**src/rtl/ram_arbiter.sv**
```systemverilog
// Round-robin arbiter sharing one RAM16K between a CPU port (0) and a DMA/refresh port (1).
// Optional RAM_ARB_LOCK_EN adds lock_0/lock_1 so a requester can keep the RAM for read-modify-write.
module ram_arbiter (
    input  logic        clk,
    input  logic        reset_n,
    input  logic        req_0,
    input  logic        req_1,
    input  logic        we_0,
    input  logic        we_1,
    input  logic [13:0] addr_0,
    input  logic [13:0] addr_1,
    input  logic [15:0] wdata_0,
    input  logic [15:0] wdata_1,
`ifdef RAM_ARB_LOCK_EN
    input  logic        lock_0,
    input  logic        lock_1,
`endif
    output logic        ack_0,
    output logic        ack_1,
    output logic [15:0] rdata,
    output logic        busy,
    output logic        ram_load,
    output logic [13:0] ram_address,
    output logic [15:0] ram_data_in,
    input  logic [15:0] ram_out
);

    localparam logic [1:0] IDLE   = 2'd0;
    localparam logic [1:0] ACCESS = 2'd1;
    localparam logic [1:0] DONE   = 2'd2;

    logic [1:0] state;
    logic       last_grant;
    logic       win;
`ifdef RAM_ARB_LOCK_EN
    logic       lock_hold;
`endif

    // A lone requester wins; on a tie the port not granted last time wins.
    always_comb begin
        win = req_1;
        if (req_0 && req_1)
            win = ~last_grant;
`ifdef RAM_ARB_LOCK_EN
        if (lock_hold && (last_grant ? req_1 : req_0))
            win = last_grant;
`endif
    end

    always_ff @(posedge clk or negedge reset_n) begin
        if (!reset_n) begin
            state       <= IDLE;
            last_grant  <= 1'b1;
            ack_0       <= 1'b0;
            ack_1       <= 1'b0;
            busy        <= 1'b0;
            ram_load    <= 1'b0;
            ram_address <= '0;
            ram_data_in <= '0;
            rdata       <= '0;
`ifdef RAM_ARB_LOCK_EN
            lock_hold   <= 1'b0;
`endif
        end else begin
            case (state)
                IDLE: begin
`ifdef RAM_ARB_LOCK_EN
                    // Any grant consumes the hold; an absent holder forfeits it.
                    lock_hold <= 1'b0;
`endif
                    if (req_0 || req_1) begin
                        state       <= ACCESS;
                        busy        <= 1'b1;
                        last_grant  <= win;
                        ram_address <= win ? addr_1  : addr_0;
                        ram_data_in <= win ? wdata_1 : wdata_0;
                        ram_load    <= win ? we_1    : we_0;
                    end
                end
                ACCESS: begin
                    // ram_out is sampled on the same edge the RAM commits, so a write returns old data.
                    rdata    <= ram_out;
                    ram_load <= 1'b0;
                    ack_0    <= ~last_grant;
                    ack_1    <= last_grant;
                    state    <= DONE;
`ifdef RAM_ARB_LOCK_EN
                    lock_hold <= last_grant ? lock_1 : lock_0;
`endif
                end
                DONE: begin
                    ack_0 <= 1'b0;
                    ack_1 <= 1'b0;
                    busy  <= 1'b0;
                    state <= IDLE;
                end
                default: begin
                    state <= IDLE;
                    busy  <= 1'b0;
                end
            endcase
        end
    end

endmodule

```
**config.mk**
```make
export PLATFORM = sky130hd
export DESIGN_NAME = ram_arbiter
export DESIGN_NICKNAME = d
export VERILOG_FILES = /design/src/rtl/ram_arbiter.sv
export SDC_FILE = /design/constraint.sdc
export NUM_CORES = 1
export LEC_CHECK = 0
export CAP_MARGIN = 0
export CORE_ASPECT_RATIO = 1.1
export CORE_MARGIN = 5
export CORE_UTILIZATION = 60
export CTS_CLUSTER_DIAMETER = 40
export DETAILED_ROUTE_END_ITERATION = 7
export DONT_BUFFER_PORTS = 1
export PLACE_DENSITY = 0.76
export SLEW_MARGIN = 10
export SYNTH_ARGS = -nofsm -noshare
export SYNTH_HDL_FRONTEND = slang
export SYNTH_SLANG_ARGS = --single-unit
```
**constraint.sdc**
```tcl
create_clock -name clk -period 2 [get_ports clk]
set_input_delay 0.2 -clock clk [delete_from_list [all_inputs] [get_ports clk]]
set_output_delay 0.2 -clock clk [all_outputs]
set_load 0.02 [all_outputs]
```
# After elaboration in Yosys (flattened, before gate mapping)
# Index checks and enable logic that the tools add are counted.
# totals
reg_bits	53
out_inout_bits	50
inputBits	82
elab_cells	34
# op_classes
eq_ne	3
bitwise_logic	2
n_reduce_logical	8
mux	12
# ops
operator	n
$mux 16	1
$mux 14	1
$pmux 1 s2	4
$reduce_and 2->1	3
$mux 1	4
$pmux 2 s2	1
$reduce_bool 2->1	2
$eq 2x1->1 const B	1
$eq 2x2->1 const B	1
$logic_not 2->1	1
$mux 2	1
$ne 2x2->1 const B	1
$not 1->1	2
$logic_and 1x1->1	1
$logic_or 1x1->1	1

# Depth between registers and ports, before layout
# logic_depth
depth_word	5
ltp_mapped	6
depth_no_buf	5

# Least setup slack after synthesis
# Ideal clock, no wire load.
# synth_path
path_kind	register to register
startpoint	register state[0]
endpoint	register state[1]
setup_slack_ns	0.588
period_less_slack_ns	1.412
stages_incl_launch_ff	5
required_time_ns	1.875
n_path_buf	0
arrival_time_ns	1.287
setup_time_ns	0.125
path_cell_list	dfrtp_1 -> inv_1 -> ha_1 -> nor3b_1 -> mux2_2
# synth_between
elab_chain_cells	2
word_cells_on_any_way	4
cone_classes	eq/ne: 2; mux: 1; reduce/logical: 1
# synth_rtl
element	line_no	text
start, declared	32	logic [1:0] state;
start signal, assigned	52	state <= IDLE;
start signal, assigned	72	state <= ACCESS;
start signal, assigned	86	state <= DONE;
$eq 2x1->1 or $logic_not 2->1 (tied branches)	65	case (state)
$pmux 2 s2 or $ne 2x2->1 (tied branches)	n/a	
# Parallel ways exist; a longest one is shown, timed or not.
# A chain may end at the register's enable or synchronous reset.

# Worst setup path after layout
# layout_path
startpoint	register state[1]
endpoint	register ram_load
# layout_between
elab_chain_cells	3
word_cells_on_any_way	6
cone_classes	eq/ne: 2; mux: 1; reduce/logical: 3
# layout_rtl
element	line_no	text
$eq 2x1->1 or $logic_not 2->1 (tied branches)	65	
$reduce_bool 2->1 (no line) or $ne 2x2->1 (tied branches)	n/a	
$reduce_and 2->1 (no line)	n/a	
end signal, assigned	77	ram_load <= win ? we_1 : we_0;
end, declared	22	output logic ram_load,
# Parallel ways exist; a longest one is shown, timed or not.

==> results.sh <==
export IMPL_outcome="complete, no violations"
export IMPL_wl_met2_um=2560
export IMPL_wl_met3_um=600
export IMPL_track_usage=0.188
export IMPL_antenna_found_initial=0
export IMPL_slew_headroom=0.530
export IMPL_mostFrequentLayoutCell="dfrtp_1"
export IMPL_clkLatencyLatePin_ns=0.30
export IMPL_grt_pass1_vias=1489
export IMPL_syn_area_per_cell_um2=12.0
export IMPL_synth_seq_cells=53
export IMPL_netlist_instances=194
export IMPL_fin_nets=280
export IMPL_num_vias=1441
export IMPL_drive_above_1_share=0.159
export IMPL_rsz0062_at_grt="false"
export IMPL_slowest_stage="dfrtp_1"
export IMPL_crit_path_cell_trace="inv_1 -> ha_1 -> buf_4 -> nor2_1 -> o21ai_0 -> o31ai_1"
export IMPL_fin_crit_sh=0.802
export IMPL_synthTopCellsByArea="dfrtp_1, mux2i_1, mux2_2, o21ai_1, nand2_1"
export IMPL_synth_area_um2=2330
export IMPL_rows=23
export IMPL_wirelength_um=4980
export IMPL_hold_class="primary input to flop"
export IMPL_cts_sinks=53
export IMPL_synth_top_area_share=0.558
export IMPL_die_x_um=69.4
export IMPL_grt_overflow_total=0
export IMPL_grt_pass1_wl_um=7560
export IMPL_max_freq_mhz=624
export IMPL_crit_required_ns=2.15
export IMPL_cts_buffer_depth=2
export IMPL_synth_cell_types=22
export IMPL_dpl_instance_area_um2=2360
export IMPL_drtIter0Drc=59
export IMPL_cellPowerDensity_nw_per_um2=1790
export IMPL_dp_hpwl_um=3810
export IMPL_end_kind="flop"
export IMPL_arrival_ns=1.76
export IMPL_wire_per_inst_um=20.3
export IMPL_yosysWarnings=0
export IMPL_p_total_mw=4.48
export IMPL_dr_max_layer_used="met4"
export IMPL_die_area_um2=5230
export IMPL_final_cell_mix="dfrtp_1, mux2i_1, nand2_1, o21ai_1, mux2_2"
export IMPL_cp_max_fo=15
export IMPL_finalSetupViolations=0
export IMPL_worstSetupPathType="flop to flop"
export IMPL_via_per_inst=5.88
export IMPL_dr_pass1_iters=4
export IMPL_antenna_cells=0
export IMPL_syn_to_final_growth_pct=6.98
export IMPL_cts_setup_buffers=0
export IMPL_hold_viol=0
export IMPL_hold_depth=1
export IMPL_port_buffer_count=0
export IMPL_htreeDepth=2
export IMPL_finalSetupTns_ns=0
export IMPL_irDropWorstVdd_v=0.000868
export IMPL_path_clk_slew_ns=0.09
export IMPL_cp_slowest_stage_delay_ns=0.41
export IMPL_skew_ns=0.00518
export IMPL_root_buffer="clkbuf_8"
export IMPL_met1Wirelength_um=1750
export IMPL_leakagePower_nw=1.19
export IMPL_drc=0
export IMPL_ant_nets=0
export IMPL_maxCapViolations=0
export IMPL_cts_tree="built"
export IMPL_gp_congestion=0.706
export IMPL_core_um2=3710
export IMPL_tightest_slew_ns=0.702
export IMPL_cts_buffers=5
export IMPL_grt_max_degree=54
export IMPL_cts_resized=0
export IMPL_hold_buffers=3
export IMPL_initial_core_util=0.628
export IMPL_finalCriticalPeriod_ns=1.60
export IMPL_yosys_area_top_type="dfrtp_1"
export IMPL_syn_nets=279
export IMPL_die_y_um=75.4
export IMPL_ios=132
export IMPL_ys_seq_area_frac=0.570
export IMPL_worstSetupStartpointType="flop"
export IMPL_design_area_um2=2490
export IMPL_r2r_cells=6
export IMPL_maxSlewViolCount=0
[stage by stage]
| step | utilization | hold slack (ns) | instances | setup slack, ns |
|---|---|---|---|---|
| finish | 0.672 | 0.0490 | 245 | 0.396 |
| global route | 0.672 | 0.0373 | 245 | 0.309 |
| CTS | 0.672 | 0.0397 | 245 | 0.393 |
| detailed placement | 0.636 | -0.0943 | 235 | 0.405 |
| global placement | 0.636 | -0.0944 | 235 | 0.512 |
| floorplan | - | -0.0956 | 194 | 0.588 |
[cell type report]
| cell class | count | area (µm²) |
|---|---|---|
| Sequential cell | 53 | 1330 |
| Fill cell | 276 | 1220 |
| Multi-Input combinational cell | 126 | 911 |
| Timing Repair Buffer | 6 | 95.1 |
| Clock buffer | 7 | 86.3 |
| Tap cell | 50 | 62.6 |
| Inverter | 3 | 11.3 |
[registers in the layout (all words and copies together) (netlist names)]
name,count
state,2
rdata,16
busy,1
ack_1,1
ram_data_in,16
ack_0,1
last_grant,1
ram_address,14
ram_load,1
[critical path, delay by kind of cell, from the launching register on]
| family | cells | cell delay, ns |
|---|---|---|
| flip-flops | 1 | 0.41 |
| buffers and inverters | 2 | 0.37 |
| adder cells (fa/ha/maj) | 1 | 0.33 |
| AND/OR/NAND/NOR | 1 | 0.05 |
| AO/OA/AOI/OAI | 2 | 0.29 |
[worst paths after layout]
check,endpoint,slack [ns],from
max,ram_load,0.40,state[1]
min,rdata[9],0.05,ram_out[9]
max reg2reg,ram_load,0.40,state[1]
min reg2reg,state[0],0.54,state[0]
max in group asynchronous,last_grant,1.31,reset_n
min in group asynchronous,ram_data_in[12],0.43,reset_n
[cells by family (layout without fill, tap and decap cells)]
logic type,after synthesis,in the layout,synth area share
DFF,53,53,0.570
adders and majority gates,3,3,0.0161
AOI/OAI and AO/OA,40,40,0.0934
and+or+nand+nor,34,34,0.0580
buffers and inverters,15,16,0.0429
muxes,49,49,0.220
[Yosys cell counts]
master / instances
o21ai_2: 1
buf_6: 1
o31ai_1: 1
inv_1: 3
a31oi_1: 1
a21bo_1: 1
o21ai_1: 30
buf_2: 2
mux2_2: 18
mux2i_1: 31
o21ai_0: 4
a21oi_1: 1
nor3b_1: 1
dfrtp_1: 52
nor2_1: 2
nand2_1: 30
buf_8: 3
clkbuf_1: 6
nand3b_1: 1
ha_1: 3
o31a_2: 1
dfstp_2: 1
[where the power goes]
group | internal, mW | leakage [nW] | total [mW] | switching, mW
registers | 1.62 | 0.641 | 2.63 | 1.02
clock network | 0.275 | 0.0443 | 0.581 | 0.306
logic | 0.617 | 0.508 | 1.26 | 0.645
[per-layer routing]
layer	vias to the layer above	track usage
met3	8	0.0752
met4	0	0.0716
met1	666	0.198
met2	98	0.343
met5	-	0
li1	669	-
Note: power is estimated with default switching activity, not from simulation.
